[config.mk]
export PLATFORM = sky130hd
export DESIGN_NAME = accu_avg
export DESIGN_NICKNAME = d
export VERILOG_FILES = /design/src/rtl/accu_avg.sv
export SDC_FILE = /design/constraint.sdc
export NUM_CORES = 1
export LEC_CHECK = 0
export BUFFER_PORTS_ARGS = -buffer_cell sky130_fd_sc_hd__buf_2
export CAP_MARGIN = 20
export CORE_MARGIN = 3
export CORE_UTILIZATION = 54
export CTS_CLUSTER_DIAMETER = 30
export DETAILED_ROUTE_END_ITERATION = 6
export HOLD_SLACK_MARGIN = 0.05
export PLACE_DENSITY_LB_ADDON = 0.2
export SLEW_MARGIN = 0
export SYNTH_ARGS = -nofsm -noshare
export SYNTH_HDL_FRONTEND = slang
export SYNTH_SLANG_ARGS = --single-unit
[constraint.sdc]
create_clock -name clk -period 4 [get_ports clk]
set_clock_uncertainty 0.15 [all_clocks]
set_input_delay 1.2 -clock clk [delete_from_list [all_inputs] [get_ports clk]]
set_output_delay 1.2 -clock clk [all_outputs]
set_load 0.02 [all_outputs]
[src/rtl/accu_avg.sv]
// accu_avg -- sliding-window moving average of accumulator group sums.
//
// Keeps the most recent N = 2**WIN_LOG2 accepted sums in a shift buffer
// together with their running total, and emits one registered average
// (floor of total / N) per accepted sum once the window has filled.
//
// Ports:
//   clk        rising-edge clock for all state
//   rst_n      synchronous active-low reset; flushes history and outputs
//   data_in    IN_W-bit group sum from the upstream accumulator
//   valid_in   data_in is valid this cycle (one sample per high cycle)
//   clear      synchronous window flush; wins over valid_in
//   valid_out  one-cycle pulse: data_out holds a new average
//   data_out   IN_W-bit windowed average (unsigned, truncated)
//   full       window currently holds N samples
//
// Handshake: valid-only, no ready. A sample is taken on every rising edge
// where valid_in=1 and clear=0. valid_out is high for exactly one cycle
// per average-producing accept, one cycle after that accept; the consumer
// must take every pulse because there is no backpressure.
module accu_avg #(
  parameter int IN_W     = 10,
  parameter int WIN_LOG2 = 2
) (
  input  logic            clk,
  input  logic            rst_n,
  input  logic [IN_W-1:0] data_in,
  input  logic            valid_in,
  input  logic            clear,
  output logic            valid_out,
  output logic [IN_W-1:0] data_out,
  output logic            full
);

  localparam int N     = 1 << WIN_LOG2;
  localparam int CNT_W = WIN_LOG2 + 1;
  localparam int TOT_W = IN_W + WIN_LOG2;

  logic [IN_W-1:0]  win [N];
  logic [CNT_W-1:0] cnt;
  logic [TOT_W-1:0] tot;

  logic             accept;
  logic             win_full;
  logic [IN_W-1:0]  oldest;
  logic [TOT_W-1:0] tot_next;
  logic [CNT_W-1:0] cnt_next;
  logic             reach_full;

  always_comb begin
    accept   = valid_in & ~clear;
    win_full = (cnt == CNT_W'(N));
    // Until the window is full the entry falling off the end was never a
    // real sample, so nothing is subtracted.
    oldest   = win_full ? win[N-1] : '0;
    // N sums of IN_W bits fit in IN_W+WIN_LOG2 bits, so this never wraps.
    tot_next = tot + TOT_W'(data_in) - TOT_W'(oldest);
    cnt_next = win_full ? cnt : cnt + CNT_W'(1);
    reach_full = (cnt_next == CNT_W'(N));
  end

  always_ff @(posedge clk) begin
    if (!rst_n) begin
      cnt       <= '0;
      tot       <= '0;
      valid_out <= 1'b0;
      data_out  <= '0;
      full      <= 1'b0;
      for (int i = 0; i < N; i++) win[i] <= '0;
    end else if (clear) begin
      // data_out deliberately keeps its last value across a flush.
      cnt       <= '0;
      tot       <= '0;
      valid_out <= 1'b0;
      full      <= 1'b0;
      for (int i = 0; i < N; i++) win[i] <= '0;
    end else begin
      valid_out <= 1'b0;
      if (accept) begin
        for (int i = N - 1; i > 0; i--) win[i] <= win[i-1];
        win[0] <= data_in;
        tot    <= tot_next;
        cnt    <= cnt_next;
        full   <= reach_full;
        if (reach_full) begin
          data_out  <= IN_W'(tot_next >> WIN_LOG2);
          valid_out <= 1'b1;
        end
      end
    end
  end

endmodule

# Yosys cells after proc, flatten, opt, wreduce, memory -nomap -nowiden
# Memory sizes are Yosys's and may differ from the RTL's.
# Cells that the tools add are included.
# word_totals
input_bits	14
elab_cells	45
out_inout_bits	12
register_bits	27
ram_bits	40
n_memories	1
# classes
n_bitwise	12
reduce_logical	3
muxes	19
n_eq_ne	2
addsub	3
# mem_list
name	words	word_bits	read_ports	rd_clocked_by_memory_dff	write_ports	line	source
win	4	10	4	0	4	39	logic [IN_W-1:0] win [N];
# ops
operator	count
$mux 10	9
$add 12x10->12	1
$sub 12x10->12	1
$mux 1	9
$or 1x1->1	8
$eq 3x3->1 const B	2
$add 3x1->3 const B	1
$mux 3	1
$not 1->1	3
$reduce_and 3->1	1
$reduce_or 3->1	1
$reduce_or 2->1	1
$and 1x1->1	1

# Depth between registers and ports, before layout
# logic_depth
word_depth	7
mapped_depth	13
mapped_depth_nobuf	12

# Worst setup path after synthesis
# Ideal clock, no wire load.
# synth_timing
path_kind	input to register
from	input port data_in[1]
to	register data_out[6]
setup_time_ns	0.120
path_slack_ns	0.315
path_stages	9
t_arrival_ns	3.416
cell_sequence	inv_1 -> fa_1 -> inv_1 -> fa_1 -> a21o_1 -> a221oi_2 -> o21a_1 -> and4bb_1 -> a211o_1
# synth_between
elab_chain_cells	2
# synth_lines
element	line	source
start, declared	27	input logic [IN_W-1:0] data_in,
$add 12x10->12	57	tot_next = tot + TOT_W'(data_in) - TOT_W'(oldest);
$sub 12x10->12	57	
end signal, assigned	86	data_out <= IN_W'(tot_next >> WIN_LOG2);
end, declared	31	output logic [IN_W-1:0] data_out,
# Every way passes these cells.
# A chain may end at the register's enable or synchronous reset.

# Final worst setup path
# layout_timing
from	register cnt[0]
to	register tot[10]
# layout_between
elab_chain_cells	3
# layout_lines
element	line	source
start, declared	40	logic [CNT_W-1:0] cnt;
start signal, assigned	83	cnt <= cnt_next;
$eq 3x3->1	52	win_full = (cnt == CNT_W'(N));
$mux 10	55	oldest = win_full ? win[N-1] : '0;
$sub 12x10->12	57	
end signal, assigned	82	tot <= tot_next;
end, declared	41	logic [TOT_W-1:0] tot;
# Every way passes these cells.

==> key figures <==
Status
  – Outcome: complete, no violations

Synthesis
  – Syn_nets: 385
  – Synth cell types: 47
  – Predominant post-synthesis flop cell: dfxtp_1
  – Flops & latches, synth: 67
  – Post-synth EDFFs: 30
  – Syn Area/Cell: between 10 and 15 µm²
  – Asr flop ratio synth: 0%
  – Synth warn: 0
  – Seq/Total Area, Yosys: 45.9%
  – Mapped cell area: between 3000 and 4000 µm²
  – Mapped Cells: ~350

Floorplan
  – Die width: between 80 and 90 µm
  – IO Pins: 26
  – Initial Utilization: between 50% and 60%
  – Die H: between 80 and 90 µm
  – Core Area: roughly 6400 µm²
  – Rows: 29
  – DIE AREA: 7640 µm²

STA
  – Rel. slew slack: between 40% and 50%
  – Final Hold Viols: 0
  – Final Slew Violations: 0
  – Final setup violation count: 0
  – Max Fclk: approximately 0.28 GHz
  – RSZ-0062 raised after global routing: no
  – Crit path time final: 3.59 ns
  – Hold_ws: 0.335 ns
  – Period utilization: 89.8%
  – Worst-margin pin slew: approximately 0.77 ns
  – Sum of negative setup slack: 0 ns

GRT
  – Initial antenna violation count: 0
  – Number of global-route vias before repair: 2451
  – Global-route wire length before repair: between 10 and 15 mm
  – Congestion Overflow GR: 0
  – Largest net degree at the start of global routing: between 50 and 60
  – Global Route Usage Sum: between 20% and 30%

Critical path
  – Worst EP required: a little over 4 ns
  – Crit. End Element: register
  – Max FO, Critical Path: 14
  – CP Launch Type: register
  – Flop2flop setup slack: between 0.4 and 0.5 ns
  – Worst r2r dst: tot[10]
  – CP arrival: between 3 and 4 ns
  – Reg2Reg Depth: 11
  – Setup Crit Path Kind: reg -> reg
  – Worst r2r src: cnt[0]

Routing
  – WL per Instance: approximately 15 µm
  – Number of DRC markers in iteration 0: 127
  – DRC viols: 0
  – Final WL: just under 7 mm
  – Antenna Nets Post-Route: 0
  – Via density: approximately 5.7
  – Vias post-DR: approximately 2600
  – Pre-antenna DRT Iters: 4

Finish
  – Share of cells above drive strength 1: 15.0%
  – Final Net Count: 412
  – Most frequent cells in the layout: and3_1 (45), inv_1 (44), dfxtp_1 (37)
  – Layout Area Growth over Synthesis: 11.7%
  – Most common cell after layout, fill and taps aside: and3_1
  – Antenna diode count: 0
  – Final Cell Area: between 3000 and 4000 µm²

Clocking
  – Clock slew seen by the registers of the worst setup and hold paths: about 0.070 ns
  – # hold bufs at CTS: 0
  – Setup Fix Bufs, Post-CTS: 0
  – Worst-skew pair later-pin latency: approximately 0.35 ns
  – Clk buf depth: 2
  – Clk sinks: 67
  – CTS tree: built
  – Num CTS Buffers: 9
  – H-tree Lvls: 3
  – Root buffer cell: clkbuf_8
  – Resize count post-CTS: 0

Pwr
  – Combinational power share: between 10% and 20%
  – Sw power: 447 µW
  – Leak Pwr: around 0.0019 µW
  – VDD IR-drop max: 365 µV
  – Sequential fraction of design power: 46.4%
  – Pwr dens: about 400 nW/µm²
  – Sw Ratio: ~28%
  – Clk network pwr share: a little over a third
  – Pint: approximately 1200 µW
  – Tot Pwr: ~1600 µW

Hold path
  – Worst hold path class: reg -> reg
  – HP Start: tot[5]
  – Worst Hold Endpoint: tot[5]
  – Hold depth: 2

Job
  – Max_cap viols: 0

Place
  – DPL Wire Length: ~4.8 mm
  – GPL Wtd Cong: approximately 0.83
  – I/O Buffers: 25
  – Area after DPL: around 3800 µm²
## cell families after synthesis
family | synth area share, %
multiplexers | 5.31
adder cells (fa/ha/maj) | 10.5
XOR/XNOR | 1.47
buffers and inverters | 7.06
AO/OA/AOI/OAI | 9.09
AND/OR/NAND/NOR | 20.7
flip-flops | 45.9
## state kept, by name (all words and copies together) (netlist names)
register / count
win: 40
tot: 12
data_out: 10
cnt: 3
full: 1
valid_out: 1
## layer usage
metal	share of wire [%]	vias to the layer above	track usage, %	wire length, µm
met4	2.7	0	9.21	180
li1	-	1268	-	-
met5	0	-	0	0
met3	3.8	15	4.45	258
met2	46	53	30.7	3150
met1	47	1254	27.5	3200
## worst max-delay path by stage
stage                       end  startpoint  slack (ns)  cells after the start
floorplan           data_out[6]  data_in[1]        0.31                      9
global placement    data_out[6]  data_in[1]        0.12                     10
detailed placement      tot[10]  data_in[1]        0.10                     10
CTS                     tot[10]      cnt[0]        0.41                     11
global route            tot[10]      cnt[0]        0.14                     11
finish                  tot[10]      cnt[0]        0.41                     11
## power groups by stage
| stage | Sequential, µW | Clock, µW | Combinational, µW |
|---|---|---|---|
| floorplan | 761 | 0 | 210 |
| global placement | 763 | 0 | 282 |
| detailed placement | 763 | 0 | 289 |
| CTS | 748 | 586 | 290 |
| global route | 750 | 615 | 330 |
| finish | 748 | 575 | 288 |
## layout make-up
cell class / count / area (µm²)
clock inverters: 5 / 62.6
multi-input cells: 216 / 1680
flip-flops and latches: 67 / 1640
fillers: 519 / 2390
inverters: 44 / 165
clock buffers: 11 / 141
repair buffers: 36 / 208
well taps: 77 / 96.3
## cells in the mapped netlist (2+ instances only)
master / n / area share [%]
o311ai_0: 3 / 0.73
nand2_1: 11 / 1.2
nor3_1: 6 / 0.84
and2_1: 3 / 0.52
o211ai_1: 2 / 0.42
nand3_1: 7 / 0.98
and4_1: 2 / 0.49
nand3b_1: 3 / 0.63
a21oi_1: 9 / 1.3
a21o_1: 3 / 0.63
fa_1: 10 / 5.6
clkbuf_1: 16 / 1.7
edfxtp_1: 30 / 25
o2111ai_1: 2 / 0.49
o21a_1: 4 / 0.84
o221ai_1: 3 / 0.73
o211a_1: 5 / 1.4
nor2_1: 23 / 2.4
o21ai_0: 2 / 0.28
nand4b_1: 2 / 0.49
inv_1: 44 / 4.6
or3b_1: 2 / 0.49
ha_1: 14 / 4.9
dfxtp_1: 37 / 21
nand2b_1: 6 / 1.0
nor2b_1: 7 / 1.2
and3_1: 45 / 7.9
xnor2_1: 6 / 1.5
mux2i_1: 19 / 5.3
or3_1: 4 / 0.70
## worst max-delay path: stages, from the launching register on
cell      delay (ns)
dfxtp_1         0.40
inv_1           0.09
ha_1            0.36
and3_1          0.26
fa_1            0.47
inv_1           0.07
fa_1            0.45
a21o_1          0.22
a221oi_2        0.35
o221ai_1        0.22
or3_1           0.37
o311ai_0        0.08
## through the flow
step,cells,setup WS (ns),util (%)
after CTS,456,0.412,62.6
final,456,0.408,62.6
after detailed placement,440,0.102,59.4
after global placement,440,0.125,59.4
after global routing,456,0.145,62.6
after floorplan,347,0.315,-
Power figures use the tool's default switching activity.
